### config.mk
export PLATFORM = sky130hd
export DESIGN_NAME = digit_twos_in
export DESIGN_NICKNAME = d
export VERILOG_FILES = /design/src/rtl/digit_twos_in.sv
export SDC_FILE = /design/constraint.sdc
export NUM_CORES = 1
export LEC_CHECK = 0
export BUFFER_PORTS_ARGS = -buffer_cell sky130_fd_sc_hd__clkbuf_2
export CORE_MARGIN = 3
export CORE_UTILIZATION = 30
export CTS_BUF_LIST = sky130_fd_sc_hd__clkbuf_8 sky130_fd_sc_hd__clkbuf_16
export DETAILED_ROUTE_END_ITERATION = 7
export PLACE_DENSITY = 0.55
export RECOVER_POWER = 25
export SLEW_MARGIN = 20
export SYNTH_ARGS = -nofsm -noshare
export SYNTH_HDL_FRONTEND = slang
export SYNTH_SLANG_ARGS = --single-unit
### constraint.sdc
create_clock -name clk -period 5.3 [get_ports clk]
set_input_delay 1.06 -clock clk [delete_from_list [all_inputs] [get_ports clk]]
set_output_delay 1.06 -clock clk [all_outputs]
set_load 0.05 [all_outputs]
### src/rtl/digit_twos_in.sv
// -----------------------------------------------------------------------------
// digit_twos_in
//
// Keypad-side counterpart of the sign/magnitude display path. Decimal digits
// arrive serially (most significant first) together with a sign-toggle pulse,
// an enter pulse and a clear pulse. The block accumulates the magnitude,
// applies the sign and emits a two's-complement int16_t with a one-cycle
// valid strobe.
//
// Ports:
//   clk            system clock, rising edge
//   rst_n          synchronous active-low reset
//   i_digit        BCD digit (10..15 are illegal and dropped)
//   i_digit_valid  i_digit is presented this cycle
//   i_sign         pulse, toggles the pending sign
//   i_enter        pulse, requests conversion
//   i_clear        pulse, aborts the entry (honoured in every state)
//   o_ready        high while digits/sign/enter are accepted
//   o_data         converted two's-complement value (holds until next convert)
//   o_valid        one-cycle pulse, o_data is new
//   o_sign         TEN while the pending/last sign is negative, else OFF
//   o_ovf          sticky magnitude overflow flag for the current entry
//   o_digit_cnt    digits accepted so far
//
// Build option:
//   DIGIT_TWOS_SAT_EN  defined   -> magnitude clamps at the int16_t limits
//                      undefined -> magnitude wraps modulo 2^17, o_ovf still
//                                   reports the out-of-range condition
// -----------------------------------------------------------------------------
package digit_twos_in_pkg;
    typedef logic signed [15:0] int16_t;
    // Segment code shared with the display path: TEN draws the minus sign.
    typedef enum logic [3:0] {
        TEN = 4'd10,
        OFF = 4'd15
    } sgmnt_e;
endpackage

module digit_twos_in
    import digit_twos_in_pkg::*;
#(
    parameter int MAX_DIGITS = 5,
    parameter int POS_LIMIT  = 32767
) (
    input  logic       clk,
    input  logic       rst_n,
    input  logic [3:0] i_digit,
    input  logic       i_digit_valid,
    input  logic       i_sign,
    input  logic       i_enter,
    input  logic       i_clear,
    output logic       o_ready,
    output int16_t     o_data,
    output logic       o_valid,
    output sgmnt_e     o_sign,
    output logic       o_ovf,
    output logic [2:0] o_digit_cnt
);

    typedef enum logic [1:0] {IDLE, ACCUM, CONVERT, DONE} state_e;

    localparam logic [2:0]  MAX_CNT   = 3'(MAX_DIGITS);
    localparam logic [16:0] POS_LIM   = 17'(POS_LIMIT);
    localparam logic [20:0] NEG_LIM_W = 21'(POS_LIMIT + 1);

    state_e      state_reg, state_next;
    logic [16:0] mag_reg,   mag_next;
    logic        neg_reg,   neg_next;
    logic [2:0]  cnt_reg,   cnt_next;
    logic [15:0] data_reg,  data_next;
    logic        valid_reg, valid_next;
    logic        ovf_reg,   ovf_next;

    logic        digit_legal;
    logic [20:0] acc_wide;   // mag*10+digit without truncation, for overflow detection
    logic [16:0] mag_conv;

    assign digit_legal = i_digit_valid && (i_digit <= 4'd9);

    always_ff @(posedge clk) begin
        if (!rst_n) begin
            state_reg <= IDLE;
            mag_reg   <= '0;
            neg_reg   <= 1'b0;
            cnt_reg   <= '0;
            data_reg  <= '0;
            valid_reg <= 1'b0;
            ovf_reg   <= 1'b0;
        end else begin
            state_reg <= state_next;
            mag_reg   <= mag_next;
            neg_reg   <= neg_next;
            cnt_reg   <= cnt_next;
            data_reg  <= data_next;
            valid_reg <= valid_next;
            ovf_reg   <= ovf_next;
        end
    end

    always_comb begin
        state_next = state_reg;
        mag_next   = mag_reg;
        neg_next   = neg_reg;
        cnt_next   = cnt_reg;
        data_next  = data_reg;
        valid_next = 1'b0;
        ovf_next   = ovf_reg;
        acc_wide   = {4'd0, mag_reg} * 21'd10 + {17'd0, i_digit};
        mag_conv   = mag_reg;

        if (i_clear) begin
            // o_data deliberately keeps the last converted value.
            state_next = IDLE;
            mag_next   = '0;
            neg_next   = 1'b0;
            cnt_next   = '0;
            ovf_next   = 1'b0;
        end else begin
            case (state_reg)
                IDLE: begin
                    // The first legal digit opens a new entry and discards the
                    // sign/overflow kept on display from the previous one. A
                    // sign pulse in the same cycle still applies afterwards.
                    if (digit_legal) begin
                        mag_next   = {13'd0, i_digit};
                        cnt_next   = 3'd1;
                        neg_next   = 1'b0;
                        ovf_next   = 1'b0;
                        state_next = ACCUM;
                    end
                    if (i_sign) begin
                        neg_next = ~neg_next;
                    end
                    // mag is already zero whenever IDLE is entered.
                    if (i_enter) begin
                        state_next = CONVERT;
                    end
                end
                ACCUM: begin
                    if (digit_legal && (cnt_reg < MAX_CNT)) begin
                        cnt_next = cnt_reg + 3'd1;
                        mag_next = acc_wide[16:0];
                        if (acc_wide > NEG_LIM_W) begin
                            ovf_next = 1'b1;
`ifdef DIGIT_TWOS_SAT_EN
                            mag_next = NEG_LIM_W[16:0];
`endif
                        end
                    end
                    if (i_sign) begin
                        neg_next = ~neg_reg;
                    end
                    if (i_enter) begin
                        state_next = CONVERT;
                    end
                end
                CONVERT: begin
                    // A positive number may only reach POS_LIMIT; the extra
                    // count is reserved for the negative side.
                    if (!neg_reg && (mag_reg > POS_LIM)) begin
                        ovf_next = 1'b1;
`ifdef DIGIT_TWOS_SAT_EN
                        mag_conv = POS_LIM;
`endif
                    end
                    mag_next  = mag_conv;
                    data_next = neg_reg ? (~mag_conv[15:0]) + 16'd1 : mag_conv[15:0];
                    // -0 is shown as plain 0.
                    if (mag_conv == 17'd0) begin
                        neg_next = 1'b0;
                    end
                    state_next = DONE;
                end
                DONE: begin
                    valid_next = 1'b1;
                    mag_next   = '0;
                    cnt_next   = '0;
                    state_next = IDLE;
                end
                default: begin
                    state_next = IDLE;
                end
            endcase
        end
    end

    assign o_ready     = (state_reg == IDLE) || (state_reg == ACCUM);
    assign o_data      = data_reg;
    assign o_valid     = valid_reg;
    assign o_sign      = neg_reg ? TEN : OFF;
    assign o_ovf       = ovf_reg;
    assign o_digit_cnt = cnt_reg;

endmodule

==> results.rst <==
.. list-table::
   :header-rows: 1

   * - Metric
     - Value
   * - Outcome
     - finished, final reports clean
   * - Number of flip-flops under the largest register name
     - 17
   * - Setup violators final
     - 0
   * - Quantity of hold-fixing buffers added after cts
     - 0
   * - Minimum setup slack after placement
     - 1480 ps
   * - Clock root cell
     - clkbuf_16
   * - Primary flip-flop cell chosen by synthesis mapping
     - dfxtp_1
   * - Number of sinks on the clock net
     - 41
   * - WP data required
     - 5490 ps
   * - Worst IR drop on VDD
     - 0.176 mV
   * - Routed length per instance
     - 14.4 um
   * - Top cells by instance count after synthesis
     - 43 x nand2_1, 41 x dfxtp_1, 40 x ha_1, 40 x nor2_1, 24 x a21oi_1
   * - Post-synth EDFFs
     - 0
   * - Max-slew violation total from the final report
     - 0
   * - Share of synthesized registers carrying an async set or reset
     - 0%
   * - Final hold violations
     - 0
   * - Critical Path, Cell by Cell
     - ha_1, ha_1, inv_1, fa_1, nor2b_1, o21ai_1, a211oi_2, nand4b_1, nor4_2, nor4b_2, o2111ai_1, a2111oi_2, o21ai_1, o31ai_1
   * - Most area-consuming cells after synthesis
     - dfxtp_1 23%, ha_1 14%, xor2_1 5.2%
   * - Largest net degree at the start of global routing
     - 26
   * - RePlAce Congestion
     - 0.825
   * - Post-placement cell area
     - 3770 sq um
   * - Vias in the first global route
     - 3012
   * - Placed Cells incl. Taps
     - 588
   * - TritonCTS clock tree
     - built
   * - Count of cells along the worst register-to-register path
     - 14
   * - Most instantiated library cell after synthesis
     - nand2_1
   * - Worst reg2reg path startpoint
     - mag_conv[0]
   * - Num CTS Buffers
     - 5
   * - Die boundary height
     - 114 um
   * - Via density per instance
     - 5.28
   * - Element type at the critical path end
     - flop
   * - Hold EP
     - o_data[11]
   * - Initial antenna violation count
     - 0
   * - Maximum buffer depth of the clock tree
     - 2
   * - Effective utilization at floorplan
     - 31.5%
   * - Share of post-route cells with drive strength above 1
     - 9.87%
   * - Area enclosed by the die boundary
     - 13000 sq um
   * - First-pass detailed-route iteration total
     - 4
   * - P per Cell Area
     - 202 nW/um^2
   * - Origin of the worst min-delay path
     - o_data[11]
   * - Combined global-route utilization of all metal layers
     - 13.4%
   * - Crit path DAT
     - 3990 ps
   * - Synthesis Warnings
     - 0
   * - Number of storage elements in the synthesis netlist
     - 41
   * - Largest area contributor in the synthesized netlist
     - dfxtp_1
   * - Placeable Area
     - 11100 sq um
   * - Aggregate negative setup slack
     - 0 ps
   * - R2r endpoint
     - o_ovf
   * - Total routed wirelength
     - 8.59 mm
   * - Final critical-path setup slack
     - 1500 ps
   * - CTS resizes
     - 0
   * - Normalized max-slew margin
     - 35.2%
   * - Transition time of the tightest slew-check pin
     - 972 ps
   * - Setup repair bufs after CTS
     - 0
   * - Number of vias after detailed routing
     - 3147
   * - Wire length of the first global-routing pass
     - 14.7 mm
   * - Critical Path Fanout Max
     - 9
   * - Leakage Power
     - 1.78 nW
   * - Crit path launch
     - mag_conv[0]
   * - Max-Cap Viols
     - 0
   * - Maximum frequency from static timing analysis
     - 0.263 GHz
   * - Number of design rule violations left after detail routing
     - 0
   * - Antenna violation net count after detailed routing
     - 0
   * - Fraction of the cycle the final worst path needs
     - 71.7%
   * - Critical Path Slowest Stage Cell
     - dfxtp_1
   * - Class of the most critical setup path
     - reg -> reg
   * - Nets
     - 507
   * - Worst hold stages
     - 2
   * - Area added between synthesis and finish
     - 12.1%
   * - Worst Setup Start Kind
     - flop
   * - Average instance area after synthesis
     - 8.12 sq um
   * - Clock latency reported for the late side of the worst-skew pair
     - 280 ps
   * - Number of cell rows
     - 38
   * - First-iteration detailed-routing DRC count
     - 163
   * - Worst hold path type
     - reg -> reg
   * - CTS clk-pin slew, worst paths
     - 60 ps
   * - Cell count after synthesis
     - 432
   * - Number of I/O pins
     - 36
   * - Time the worst path needs with I/O delays and setup
     - 3800 ps
   * - Horizontal extent of the die
     - 114 um
   * - Depth of the CTS H-tree
     - 2
   * - Antenna cell count
     - 0
   * - Yosys cell types
     - 65
   * - Global route overflow
     - 0
   * - IO buf count
     - 33
   * - Unrepaired setup endpoints after global routing
     - false
   * - Post-Synthesis Cell Area
     - 3510 sq um
   * - Worst Skew
     - 4.92 ps
   * - Final std cell area, no fill
     - 3930 sq um
   * - Final cell count without fillers
     - 596
   * - Largest stage delay on the critical path
     - 550 ps
   * - Portion of synthesized cell area occupied by the leading cell type
     - 23.4%
   * - Fraction of the yosys area taken by sequential cells
     - 23.4%
   * - Reg2Reg Setup Slack
     - 1500 ps
   * - HPWL Detailed
     - 6.77 mm
## report_power, final
group | internal, W | leakage (nW) | total, W | switching [W]
sequential | 0.000315 | 0.332 | 0.000325 | 0.00000979
clock | 0.000235 | 0.0831 | 0.000352 | 0.000117
combinational | 0.0000362 | 1.36 | 0.000117 | 0.0000808
## cell type report
type                            instances  area [sq um]
Multi-Input combinational cell        354          2520
Tap cell                              140           175
Sequential cell                        41           821
Inverter                               18          67.6
Timing Repair Buffer                   35           166
Clock buffer                            6           139
Clock inverter                          2          37.5
Fill cell                            1183          7200
## through the flow
step | total power (W) | utilization, % | hold WS [ps]
3_5_place_dp | 0.000449 | 33.9 | 460
4_1_cts | 0.000804 | 35.4 | 467
5_1_grt | 0.000829 | 35.3 | 505
3_3_place_gp | 0.000449 | 33.9 | 458
2_1_floorplan | 0.000421 | - | 523
6_report | 0.000794 | 35.3 | 462
## layer usage
layer | routed length, um | track usage, %
met5 | 0 | 0
met4 | 45 | 2.38
met3 | 280 | 1.59
met2 | 3890 | 21.9
met1 | 4370 | 19.2
## cell families after synthesis
| group | Yosys count | synth area share (%) |
|---|---|---|
| flip-flops | 41 | 23.4 |
| buffers and inverters | 38 | 4.75 |
| AND/OR/NAND/NOR | 151 | 21.9 |
| adder cells (fa/ha/maj) | 42 | 15.4 |
| multiplexers | 3 | 0.892 |
| other | 1 | 0.107 |
| AO/OA/AOI/OAI | 124 | 25.6 |
| XOR/XNOR | 32 | 7.99 |
## worst max-delay path by stage
stage / endpoint / slack [ps] / cells past startpoint
after floorplan: o_ovf / 1870 / 9
after global placement: o_ovf / 1490 / 12
after detailed placement: o_ovf / 1480 / 12
after CTS: o_ovf / 1490 / 14
after global routing: o_ovf / 1110 / 12
final: o_ovf / 1500 / 14
## critical path, delay by kind of cell, from the launching register on
family	cells	cell delay, ps
AO/OA/AOI/OAI	6	1370
AND/OR/NAND/NOR	4	960
adder cells (fa/ha/maj)	3	780
flip-flops	1	550
buffers and inverters	1	60
## cell usage in the layout (no fill, tap or decap), types with 5 or more instances in the layout
| cell type | synthesis | routed |
|---|---|---|
| o211a_1 | 12 | 12 |
| xor2_1 | 21 | 21 |
| nand2b_1 | 5 | 5 |
| ha_1 | 40 | 40 |
| o21a_1 | 5 | 5 |
| nor2_1 | 40 | 40 |
| a22oi_1 | 12 | 12 |
| nand3_1 | 11 | 11 |
| o31ai_1 | 5 | 5 |
| a21oi_1 | 24 | 24 |
| clkbuf_16 | 0 | 5 |
| nor3_1 | 6 | 6 |
| or3_1 | 6 | 6 |
| dfxtp_1 | 41 | 41 |
| inv_1 | 18 | 18 |
| xnor2_1 | 11 | 11 |
| clkbuf_2 | 0 | 25 |
| o21ai_0 | 22 | 22 |
| clkbuf_1 | 14 | 9 |
| nand2_1 | 43 | 43 |
(Power assumes the default switching activity.)
